## config.mk

```make
export PLATFORM = sky130hd
export DESIGN_NAME = regfile_access_ctrl_flat
export DESIGN_NICKNAME = d
export VERILOG_FILES = /design/src/rtl/regfile_access_ctrl_pkg.sv /design/src/rtl/regfile_access_ctrl_if.sv /design/src/rtl/regfile_access_ctrl.sv /design/src/flat_wrapper.sv
export SDC_FILE = /design/constraint.sdc
export NUM_CORES = 1
export LEC_CHECK = 0
export ABC_AREA = 1
export CAP_MARGIN = 40
export CORE_AREA = 2 2 109 111
export DETAILED_ROUTE_END_ITERATION = 8
export DIE_AREA = 0 0 111 113
export PLACE_DENSITY = 0.82
export SETUP_SLACK_MARGIN = 0.1
export SLEW_MARGIN = 40
export SYNTH_ARGS = -nofsm -noshare
export SYNTH_HDL_FRONTEND = slang
export SYNTH_SLANG_ARGS = --single-unit
```

## constraint.sdc

```tcl
create_clock -name clk -period 1.8 [get_ports clk]
set_input_delay 0.45 -clock clk [delete_from_list [all_inputs] [get_ports clk]]
set_output_delay 0.45 -clock clk [all_outputs]
set_load 0.05 [all_outputs]
```

## src/rtl/regfile_access_ctrl_pkg.sv

```systemverilog
// Shared types and defaults for the register file access controller.
// State encoding is a plain 2-bit code so the FSM register is easy to probe.
package regfile_pkg;

    localparam int DEF_DATA_W = 32;
    localparam int DEF_ADDR_W = 5;
    localparam int ZERO_REG   = 0;

    typedef logic [1:0] state_t;

    localparam state_t ST_IDLE  = 2'd0;
    localparam state_t ST_READ  = 2'd1;
    localparam state_t ST_HOLD  = 2'd2;
    localparam state_t ST_WRITE = 2'd3;

endpackage

```

## src/rtl/regfile_access_ctrl_if.sv

```systemverilog
// Request side of the controller: operand read, operand return, writeback.
// The control unit is the master, the access controller is the slave.
interface regfile_access_ctrl_if #(
    parameter int DATA_W = 32,
    parameter int ADDR_W = 5
) ();

    logic              rd_valid;
    logic              rd_ready;
    logic [ADDR_W-1:0] rd_rs;
    logic [ADDR_W-1:0] rd_rt;

    logic              op_valid;
    logic              op_ready;
    logic [DATA_W-1:0] op_a;
    logic [DATA_W-1:0] op_b;

    logic              wb_valid;
    logic              wb_ready;
    logic [ADDR_W-1:0] wb_addr;
    logic [DATA_W-1:0] wb_data;

    modport master (
        output rd_valid, rd_rs, rd_rt,
        input  rd_ready,
        input  op_valid, op_a, op_b,
        output op_ready,
        output wb_valid, wb_addr, wb_data,
        input  wb_ready
    );

    modport slave (
        input  rd_valid, rd_rs, rd_rt,
        output rd_ready,
        output op_valid, op_a, op_b,
        input  op_ready,
        input  wb_valid, wb_addr, wb_data,
        output wb_ready
    );

endinterface

```

## src/rtl/regfile_access_ctrl.sv

```systemverilog
// Sequences the 2R/1W register file for the multi-cycle datapath.
// Writes get a one-cycle enable pulse; reads return registered operands.
module regfile_access_ctrl
    import regfile_pkg::*;
#(
    parameter int DATA_W    = DEF_DATA_W,
    parameter int ADDR_W    = DEF_ADDR_W,
    parameter bit ZERO_PROT = 1'b1
) (
    input  logic              clk,
    input  logic              rst_n,
    regfile_access_ctrl_if.slave req,
    output logic [ADDR_W-1:0] rf_read_address_0,
    output logic [ADDR_W-1:0] rf_read_address_1,
    input  logic [DATA_W-1:0] rf_read_data_0,
    input  logic [DATA_W-1:0] rf_read_data_1,
    output logic [ADDR_W-1:0] rf_write_address_0,
    output logic              rf_write_en,
    output logic [DATA_W-1:0] rf_write_data,
    output logic              busy
);

    localparam logic [ADDR_W-1:0] ZADDR = ADDR_W'(ZERO_REG);

    state_t            state_q, state_d;
    logic [ADDR_W-1:0] ra0_q, ra0_d;
    logic [ADDR_W-1:0] ra1_q, ra1_d;
    logic [ADDR_W-1:0] wa_q, wa_d;
    logic [DATA_W-1:0] wd_q, wd_d;
    logic              we_q, we_d;
    logic [DATA_W-1:0] opa_q, opa_d;
    logic [DATA_W-1:0] opb_q, opb_d;
    logic              opv_q, opv_d;

    logic idle;
    logic wb_acc;
    logic rd_acc;

    assign idle   = (state_q == ST_IDLE);
    assign wb_acc = idle && req.wb_valid;
    assign rd_acc = idle && req.rd_valid && !req.wb_valid;

    assign req.wb_ready = idle;
    assign req.rd_ready = idle && !req.wb_valid;
    assign req.op_valid = opv_q;
    assign req.op_a     = opa_q;
    assign req.op_b     = opb_q;

    assign rf_read_address_0  = ra0_q;
    assign rf_read_address_1  = ra1_q;
    assign rf_write_address_0 = wa_q;
    assign rf_write_data      = wd_q;
    assign rf_write_en        = we_q;
    assign busy               = !idle;

    // State register
    always_ff @(posedge clk or negedge rst_n) begin
        if (!rst_n) state_q <= ST_IDLE;
        else        state_q <= state_d;
    end

    // Next-state: writeback wins over read in IDLE
    always_comb begin
        state_d = state_q;
        unique case (state_q)
            ST_IDLE: begin
                if (wb_acc)      state_d = ST_WRITE;
                else if (rd_acc) state_d = ST_READ;
            end
            ST_WRITE: state_d = ST_IDLE;
            ST_READ:  state_d = ST_HOLD;
            ST_HOLD:  if (req.op_ready) state_d = ST_IDLE;
            default:  state_d = ST_IDLE;
        endcase
    end

    // Output next-values: write pulse, latched addresses, captured operands
    always_comb begin
        ra0_d = ra0_q;
        ra1_d = ra1_q;
        wa_d  = wa_q;
        wd_d  = wd_q;
        we_d  = 1'b0;
        opa_d = opa_q;
        opb_d = opb_q;
        opv_d = opv_q;
        unique case (state_q)
            ST_IDLE: begin
                if (wb_acc) begin
                    wa_d = req.wb_addr;
                    wd_d = req.wb_data;
                    we_d = !(ZERO_PROT && req.wb_addr == ZADDR);
                end else if (rd_acc) begin
                    ra0_d = req.rd_rs;
                    ra1_d = req.rd_rt;
                end
            end
            ST_READ: begin
                opa_d = (ZERO_PROT && ra0_q == ZADDR) ? '0 : rf_read_data_0;
                opb_d = (ZERO_PROT && ra1_q == ZADDR) ? '0 : rf_read_data_1;
                opv_d = 1'b1;
            end
            ST_HOLD: if (req.op_ready) opv_d = 1'b0;
            default: ;
        endcase
    end

    // Output registers; reset clears the write pulse and pending operands
    always_ff @(posedge clk or negedge rst_n) begin
        if (!rst_n) begin
            ra0_q <= '0;
            ra1_q <= '0;
            wa_q  <= '0;
            wd_q  <= '0;
            we_q  <= 1'b0;
            opa_q <= '0;
            opb_q <= '0;
            opv_q <= 1'b0;
        end else begin
            ra0_q <= ra0_d;
            ra1_q <= ra1_d;
            wa_q  <= wa_d;
            wd_q  <= wd_d;
            we_q  <= we_d;
            opa_q <= opa_d;
            opb_q <= opb_d;
            opv_q <= opv_d;
        end
    end

endmodule

```

## src/flat_wrapper.sv

```systemverilog
// flat-port wrapper written by rule: the top's interface ports become plain ports
module regfile_access_ctrl_flat import regfile_pkg::*;
#(
    parameter int DATA_W    = DEF_DATA_W,
    parameter int ADDR_W    = DEF_ADDR_W,
    parameter bit ZERO_PROT = 1'b1
)
  (clk, rst_n, rf_read_address_0, rf_read_address_1, rf_read_data_0, rf_read_data_1, rf_write_address_0, rf_write_en, rf_write_data, busy, req_rd_valid, req_rd_rs, req_rd_rt, req_rd_ready, req_op_valid, req_op_a, req_op_b, req_op_ready, req_wb_valid, req_wb_addr, req_wb_data, req_wb_ready);
  regfile_access_ctrl_if #(.DATA_W(DATA_W), .ADDR_W(ADDR_W)) req_i ();
  input  logic clk;
  input  logic rst_n;
  output logic [ADDR_W-1:0] rf_read_address_0;
  output logic [ADDR_W-1:0] rf_read_address_1;
  input  logic [DATA_W-1:0] rf_read_data_0;
  input  logic [DATA_W-1:0] rf_read_data_1;
  output logic [ADDR_W-1:0] rf_write_address_0;
  output logic rf_write_en;
  output logic [DATA_W-1:0] rf_write_data;
  output logic busy;
  input wire logic [$bits(req_i.rd_valid)-1:0] req_rd_valid;
  input wire logic [$bits(req_i.rd_rs)-1:0] req_rd_rs;
  input wire logic [$bits(req_i.rd_rt)-1:0] req_rd_rt;
  output wire logic [$bits(req_i.rd_ready)-1:0] req_rd_ready;
  output wire logic [$bits(req_i.op_valid)-1:0] req_op_valid;
  output wire logic [$bits(req_i.op_a)-1:0] req_op_a;
  output wire logic [$bits(req_i.op_b)-1:0] req_op_b;
  input wire logic [$bits(req_i.op_ready)-1:0] req_op_ready;
  input wire logic [$bits(req_i.wb_valid)-1:0] req_wb_valid;
  input wire logic [$bits(req_i.wb_addr)-1:0] req_wb_addr;
  input wire logic [$bits(req_i.wb_data)-1:0] req_wb_data;
  output wire logic [$bits(req_i.wb_ready)-1:0] req_wb_ready;
  assign req_i.rd_valid = req_rd_valid;
  assign req_i.rd_rs = req_rd_rs;
  assign req_i.rd_rt = req_rd_rt;
  assign req_rd_ready = req_i.rd_ready;
  assign req_op_valid = req_i.op_valid;
  assign req_op_a = req_i.op_a;
  assign req_op_b = req_i.op_b;
  assign req_i.op_ready = req_op_ready;
  assign req_i.wb_valid = req_wb_valid;
  assign req_i.wb_addr = req_wb_addr;
  assign req_i.wb_data = req_wb_data;
  assign req_wb_ready = req_i.wb_ready;
  regfile_access_ctrl #(.DATA_W(DATA_W), .ADDR_W(ADDR_W), .ZERO_PROT(ZERO_PROT)) u_core (.clk(clk), .rst_n(rst_n), .req(req_i), .rf_read_address_0(rf_read_address_0), .rf_read_address_1(rf_read_address_1), .rf_read_data_0(rf_read_data_0), .rf_read_data_1(rf_read_data_1), .rf_write_address_0(rf_write_address_0), .rf_write_en(rf_write_en), .rf_write_data(rf_write_data), .busy(busy));
endmodule
```

==> summary.md <==
| Metric | Value |
|---|---|
| WL/cell | 13.1 um |
| Slowest library cell on the worst path | clkdlybuf4s50_1 |
| Hold path depth | 2 |
| Compound-Gate Fraction of Synth Area | less than 1% |
| Initial drt markers | 254 |
| Synth cell types | 14 |
| Total power | about 17 mW |
| Final wirelength | 13600 um |
| Peak supply drop | around 1.3 mV |
| Die height | 113 um |
| Max stage delay on crit path | 0.53 ns |
| CP cell instances | clkdlybuf4s50_1 > nor2_4 > buf_12 |
| Leak pwr | between 4 and 5 nW |
| Final ANT Viol Nets | 0 |
| Detail Placement HPWL | around 9700 um |
| Placer congestion estimate | 0.815 |
| # rows | 39 |
| Min-delay worst type | reg -> reg |
| Core area | 11300 um2 |
| Initial Util | approximately 44% |
| CTS buffer count | 17 |
| Antenna diode count | 0 |
| # IOs | 232 |
| Most frequent cells in the layout | nand2_1 (323), buf_4 (127), clkdlybuf4s50_1 (114), dfrtp_1 (114), nor2_1 (74) |
| R2r setup slk | 0.27 ns |
| Hold Path End | u_core.req.op_b[27] |
| Crit share post-route | 97.4% |
| Mean area per synthesized cell | 7.79 um2 |
| First-pass GRT wire length | ~23000 um |
| NumNets Final | 995 |
| R2R Path End | u_core.req.op_b[25] |
| CTS tree | yes |
| Via density | 4.49 |
| Clk_lat worst skew | 0.41 ns |
| Post-synthesis adder-cell area fraction | 0% |
| Cell Area, Placed | between 7000 and 8000 um2 |
| Layout cells sized above 1 | 19.4% |
| Post-Syn Area | a little under 5000 um2 |
| Vias in the first global route | approximately 4600 |
| CTS Buffer Depth | 2 |
| Die area | around 13000 um2 |
| Commonest non-fill, non-tap cell in the layout | nand2_1 |
| Post-Synth Simple-Gate Area | 32.2% |
| Hold Vio Cnt, Final | 0 |
| Minimum clock period | roughly 1.8 ns |
| MaxCap Viol Count | 0 |
| Vias | 4645 |
| Register-to-Register Path Depth | 7 |
| Mapped Cells | 638 |
| Worst-path clk slew | 0.05 ns |
| Final max-slew violation count | 0 |
| Pre-antenna DRT Iters | 4 |
| Largest net degree at the start of global routing | 39 |
| Post-synthesis sequential area ratio | between 50% and 60% |
| Rel. slew slack | around 72% |
| Critical path startpoint category | primary input |
| Area delta synth->final | 58.2% |
| Outcome | completed |
| Hold_sp | u_core.req.op_b[27] |
| Count of final setup violators | 0 |
| WP data required | 1.35 ns |
| Global-route usage over all layers | 22.7% |
| PortBufs | 231 |
| Congestion Overflow GR | 0 |
| Crit end category | output pin |
| Actual slew at the worst max-slew pin | 0.416 ns |
| Unrepaired setup endpoints after global routing | true |
| Pwr/cell area | between 2000 and 2500 nW/um2 |
| RR Startpoint | u_core.state_q[0] |
| Fin area | 7860 um2 |
| H-tree levels | 4 |
| Syn. warnings | 0 |
| Initial antenna violation count | 0 |
| Post-synthesis mux area share | 0% |
| Data arrival, critical path | 1.30 ns |
| Seq cells post-synth | 115 |
| Critical Path Fanout Max | 4 |
| Clock root cell | clkbuf_16 |
| Crit path from | req_wb_valid |
| CTS Sinks | 115 |
| Clock skew | 0.0151 ns |
| Post-synthesis xor/xnor area fraction | 0% |
| Crit Path Category | in -> out |
| Die Wd | 111 um |
| Drt drc | 0 |
| Fmax achieved | ~0.57 GHz |
| Largest family of logic cells by synthesized area | simple AND/OR/NAND/NOR gates |
| Syn_nets | roughly 750 |
## stage by stage
| stage | util [%] | instances | setup slack (ns) | setup TNS, ns | hold WS, ns |
|---|---|---|---|---|---|
| 6_report | 69.7 | 1034 | 0.0462 | 0 | 0.474 |
| 5_1_grt | 69.7 | 1034 | -0.0121 | -0.0220 | 0.497 |
| 2_1_floorplan | - | 638 | 0.191 | 0 | 0.154 |
| 3_5_place_dp | 64.1 | 999 | 0.0342 | 0 | 0.419 |
| 3_3_place_gp | 64.1 | 999 | 0.0525 | 0 | 0.417 |
| 4_1_cts | 69.6 | 1033 | 0.0155 | 0 | 0.481 |
## registers in the layout, indices dropped and copies added (netlist names)
signal                     cells
u_core.rf_write_address_0      5
u_core.req.op_b               32
u_core.rf_write_en             1
u_core.rf_write_data          32
u_core.req.op_valid            1
u_core.rf_read_address_0       5
u_core.req.op_a               32
u_core.state_q                 2
u_core.rf_read_address_1       5
## critical path, delay by kind of cell
family	cells	cell delay, ns
buf+inv	2	0.67
simple gates	1	0.18
## how the worst max path moves through the flow
stage	to	slack [ns]	cells past startpoint
after detailed placement	req_rd_ready	0.03	3
after global placement	req_rd_ready	0.05	3
final	req_rd_ready	0.05	3
after floorplan	req_rd_ready	0.19	3
after global routing	req_wb_ready	-0.01	3
after CTS	req_rd_ready	0.02	4
## layout make-up
cell class / instances / area [um2]
Fill cell: 897 / 3420
Sequential cell: 115 / 2880
Timing Repair Buffer: 252 / 2300
Multi-Input combinational cell: 418 / 1630
Clock buffer: 21 / 460
Inverter: 75 / 282
Tap cell: 143 / 179
Clock inverter: 10 / 133
## cell usage after synthesis (all sizes together)
cell	n	area, um2
nand2	325	1220
dfrtp	115	2880
nor2	76	293
inv	75	282
buf	22	163
nand4	10	62.6
clkbuf	8	30.0
nand3	4	20.0
o21ai	3	15.0
## layer usage
| metal | share of wire, % | GRT usage, % |
|---|---|---|
| met4 | 0.80 | 6.58 |
| met2 | 48 | 38.5 |
| met3 | 9.7 | 8.89 |
| met5 | 0 | 0 |
| met1 | 42 | 27.2 |
## logic make-up after synthesis
group | after synthesis
and+or+nand+nor | 415
AOI/OAI and AO/OA | 3
DFF | 115
buffers and inverters | 105
## power by group
group	leakage [nW]	internal, mW	switching, mW	total, mW
logic	2.70	2.81	6.63	9.44
registers	1.43	3.81	0.722	4.54
clock network	0.285	2.23	1.15	3.38
## what timing repair did
action | 4_1_cts | 5_1_grt
hold buffers | 1 | 0
cloned | 0 | 0
buffers inserted | 2 | 1
endpoints found under the hold margin | 24 | 0
endpoints found under the setup margin | 3 | 3
pin swaps | 1 | 2
gates resized for setup | 3 | 0
(Power assumes the default switching activity.)
==> RTL edit (config.mk and constraints unchanged) <==
`DEF_ADDR_W`: 5 -> 4.
--- a/src/rtl/regfile_access_ctrl_pkg.sv
+++ b/src/rtl/regfile_access_ctrl_pkg.sv
@@ -4,5 +4,5 @@
 
     localparam int DEF_DATA_W = 32;
-    localparam int DEF_ADDR_W = 5;
+    localparam int DEF_ADDR_W = 4;
     localparam int ZERO_REG   = 0;
 
Ports: changed (6 resized); port bits go from 232 to 226. No check against the original RTL was run, so the function may have changed too.
==> RTL edit against the original RTL <==
  * Sequential cell count decreased by 3
  * Critical path depth increased by 1
  * Synthesized cell count decreased by 2.2%
  * Routed wire length decreased by 2.8%
  * Cell area decreased by 4.9%
  * Cell count decreased by 3.2%
  * Power decreased by 8.7%
  * Combinational power decreased by 2.6%
  * Worst setup slack got worse by 4.0 ps
  * Sequential power decreased by 3%
  * Area after synthesis decreased by 1.9%
  * Via count decreased by 0.17%
  * Critical path type is now reg2out
  * Largest cell class unchanged
==> RTL edit: results (changes against the original RTL) <==
----------------------------------------------------
[Placed design]
  Quantity of I/O buffers inserted on ports ... 225 (-2.6%)
  Post-place setup slack ... -67.7 ps (-102 ps)
  Post-DP HPWL ... 9980 um (+3.1%)
  RePlAce Congestion ... 0.852 (+4.5%)

[Clock tree]
  Clock latency at the later pin of the worst-skew pair ... 330 ps (-80 ps)
  Htree depth ... 3 (-1)
  Clk pin slew, worst setup/hold paths ... 70 ps (+20 ps)
  Number of CTS-inserted buffers ... 9 (-8)

[Setup path]
  Logic depth of the worst register-to-register path ... 7 (unchanged)
  FF-to-FF setup slack ... 250 ps (-20 ps)
  Critical Path Start ... u_core.state_q[0]

[Hold path]
  Type of the most critical hold path ... in2async

[Finish]
  Fill cells ... 911 (+1.6%)
  Layout net count ... 966 (-2.9%)
  Share of layout cells above drive strength 1 ... 0.191 (-0.00302)

[GRT]
  Global routing usage summed across all routing layers ... 0.216 (-0.0118)
  Met2 usage in global routing ... 0.375 (-0.0102)
  Number of global-route vias before repair ... 4636 (+0.39%)
  Met3 demand-to-capacity share in global routing ... 0.0777 (-0.0112)
  Met1 Track Usage GR ... 0.251 (-0.0212)
  Wire length of the first global-routing pass ... 22000 um (-2.4%)

[Drt]
  Number of DRC violations after detailed-routing iteration 0 ... 222 (-13%)
  Post-detailed-route wirelength per cell ... 13.2 um (+0.36%)
  First drt pass iteration count ... 6 (+2)
  Vias per inst ... 4.63 (+3.1%)

[Synthesis]
  Syn nets ... 737 (-2.3%)
  Post-synth top cells ... nand2_1, dfrtp_1, nor2_1
  Top area cells in the synthesized netlist ... dfrtp_1, nand2_1, nor2_1, inv_1, nand3_1
  Number of distinct standard cells referenced by the synthesized netlist ... 17 (+3)

[Status]
  Result of the run ... finished clean

[Power]
  Worst supply voltage drop on vdd ... 1.27 mV (-0.99%)
  Total leakage power ... 4.20 nW (-5.0%)

[Timing]
  Setup Skew ... 6.40 ps (-8.73 ps)
  Max-Slew Margin vs Limit ... 0.776 (+0.0536)

----------------------------------------------------
[RTL edit: cell type report]
cell class	count	area (um2)	share of cell area
well taps	143	179	0.0240
inverters	70	263	0.0352
clock inverters	6	114	0.0152
multi-input cells	409	1630	0.218
flip-flops and latches	112	2810	0.376
clock buffers	10	239	0.0320
repair buffers	251	2240	0.300
[RTL edit: cells by family (layout without fill, tap and decap cells)]
kind of cell | after synthesis | count (layout) | share of synthesized area
compound gates | 3 | 3 | 0.00308
simple gates | 406 | 406 | 0.328
buf+inv | 103 | 337 | 0.0942
flops | 112 | 112 | 0.575
[RTL edit: where the power goes]
part	switching, mW	internal [mW]
clock network	0.872	1.40
logic	6.49	2.70
registers	0.703	3.69
total	8.06	7.79
[RTL edit: what timing repair did]
| item | 4_1_cts | 5_1_grt |
|---|---|---|
| buffers inserted | 3 | 2 |
| resized for setup | 4 | 1 |
| hold endpoints to repair | 2 | 0 |
| hold buffers | 1 | 0 |
| endpoints found under the setup margin | 3 | 3 |
| pin swaps | 1 | 0 |
[RTL edit: through the flow]
step,utilization,hold slack [ps],cells,instance area [um2],TNS [ps]
after floorplan,-,154,624,4880,0
after global placement,0.626,261,979,7060,-118
after detailed placement,0.626,263,979,7060,-492
after CTS,0.661,443,999,7450,0
after global routing,0.663,451,1001,7470,-12.3
final,0.663,457,1001,7470,0
[RTL edit: routing by layer]
| layer | part of all wire | wire length (um) |
|---|---|---|
| met1 | 0.40 | 5330 |
| met4 | 0.023 | 304 |
| met5 | 0 | 0 |
| met2 | 0.48 | 6370 |
| met3 | 0.089 | 1170 |
[RTL edit: critical path, cell delays in order, from the launching register on]
cell and delay (ps):
dfrtp_2 430, nor2_4 190, inv_2 90, nor2_4 120, buf_12 150
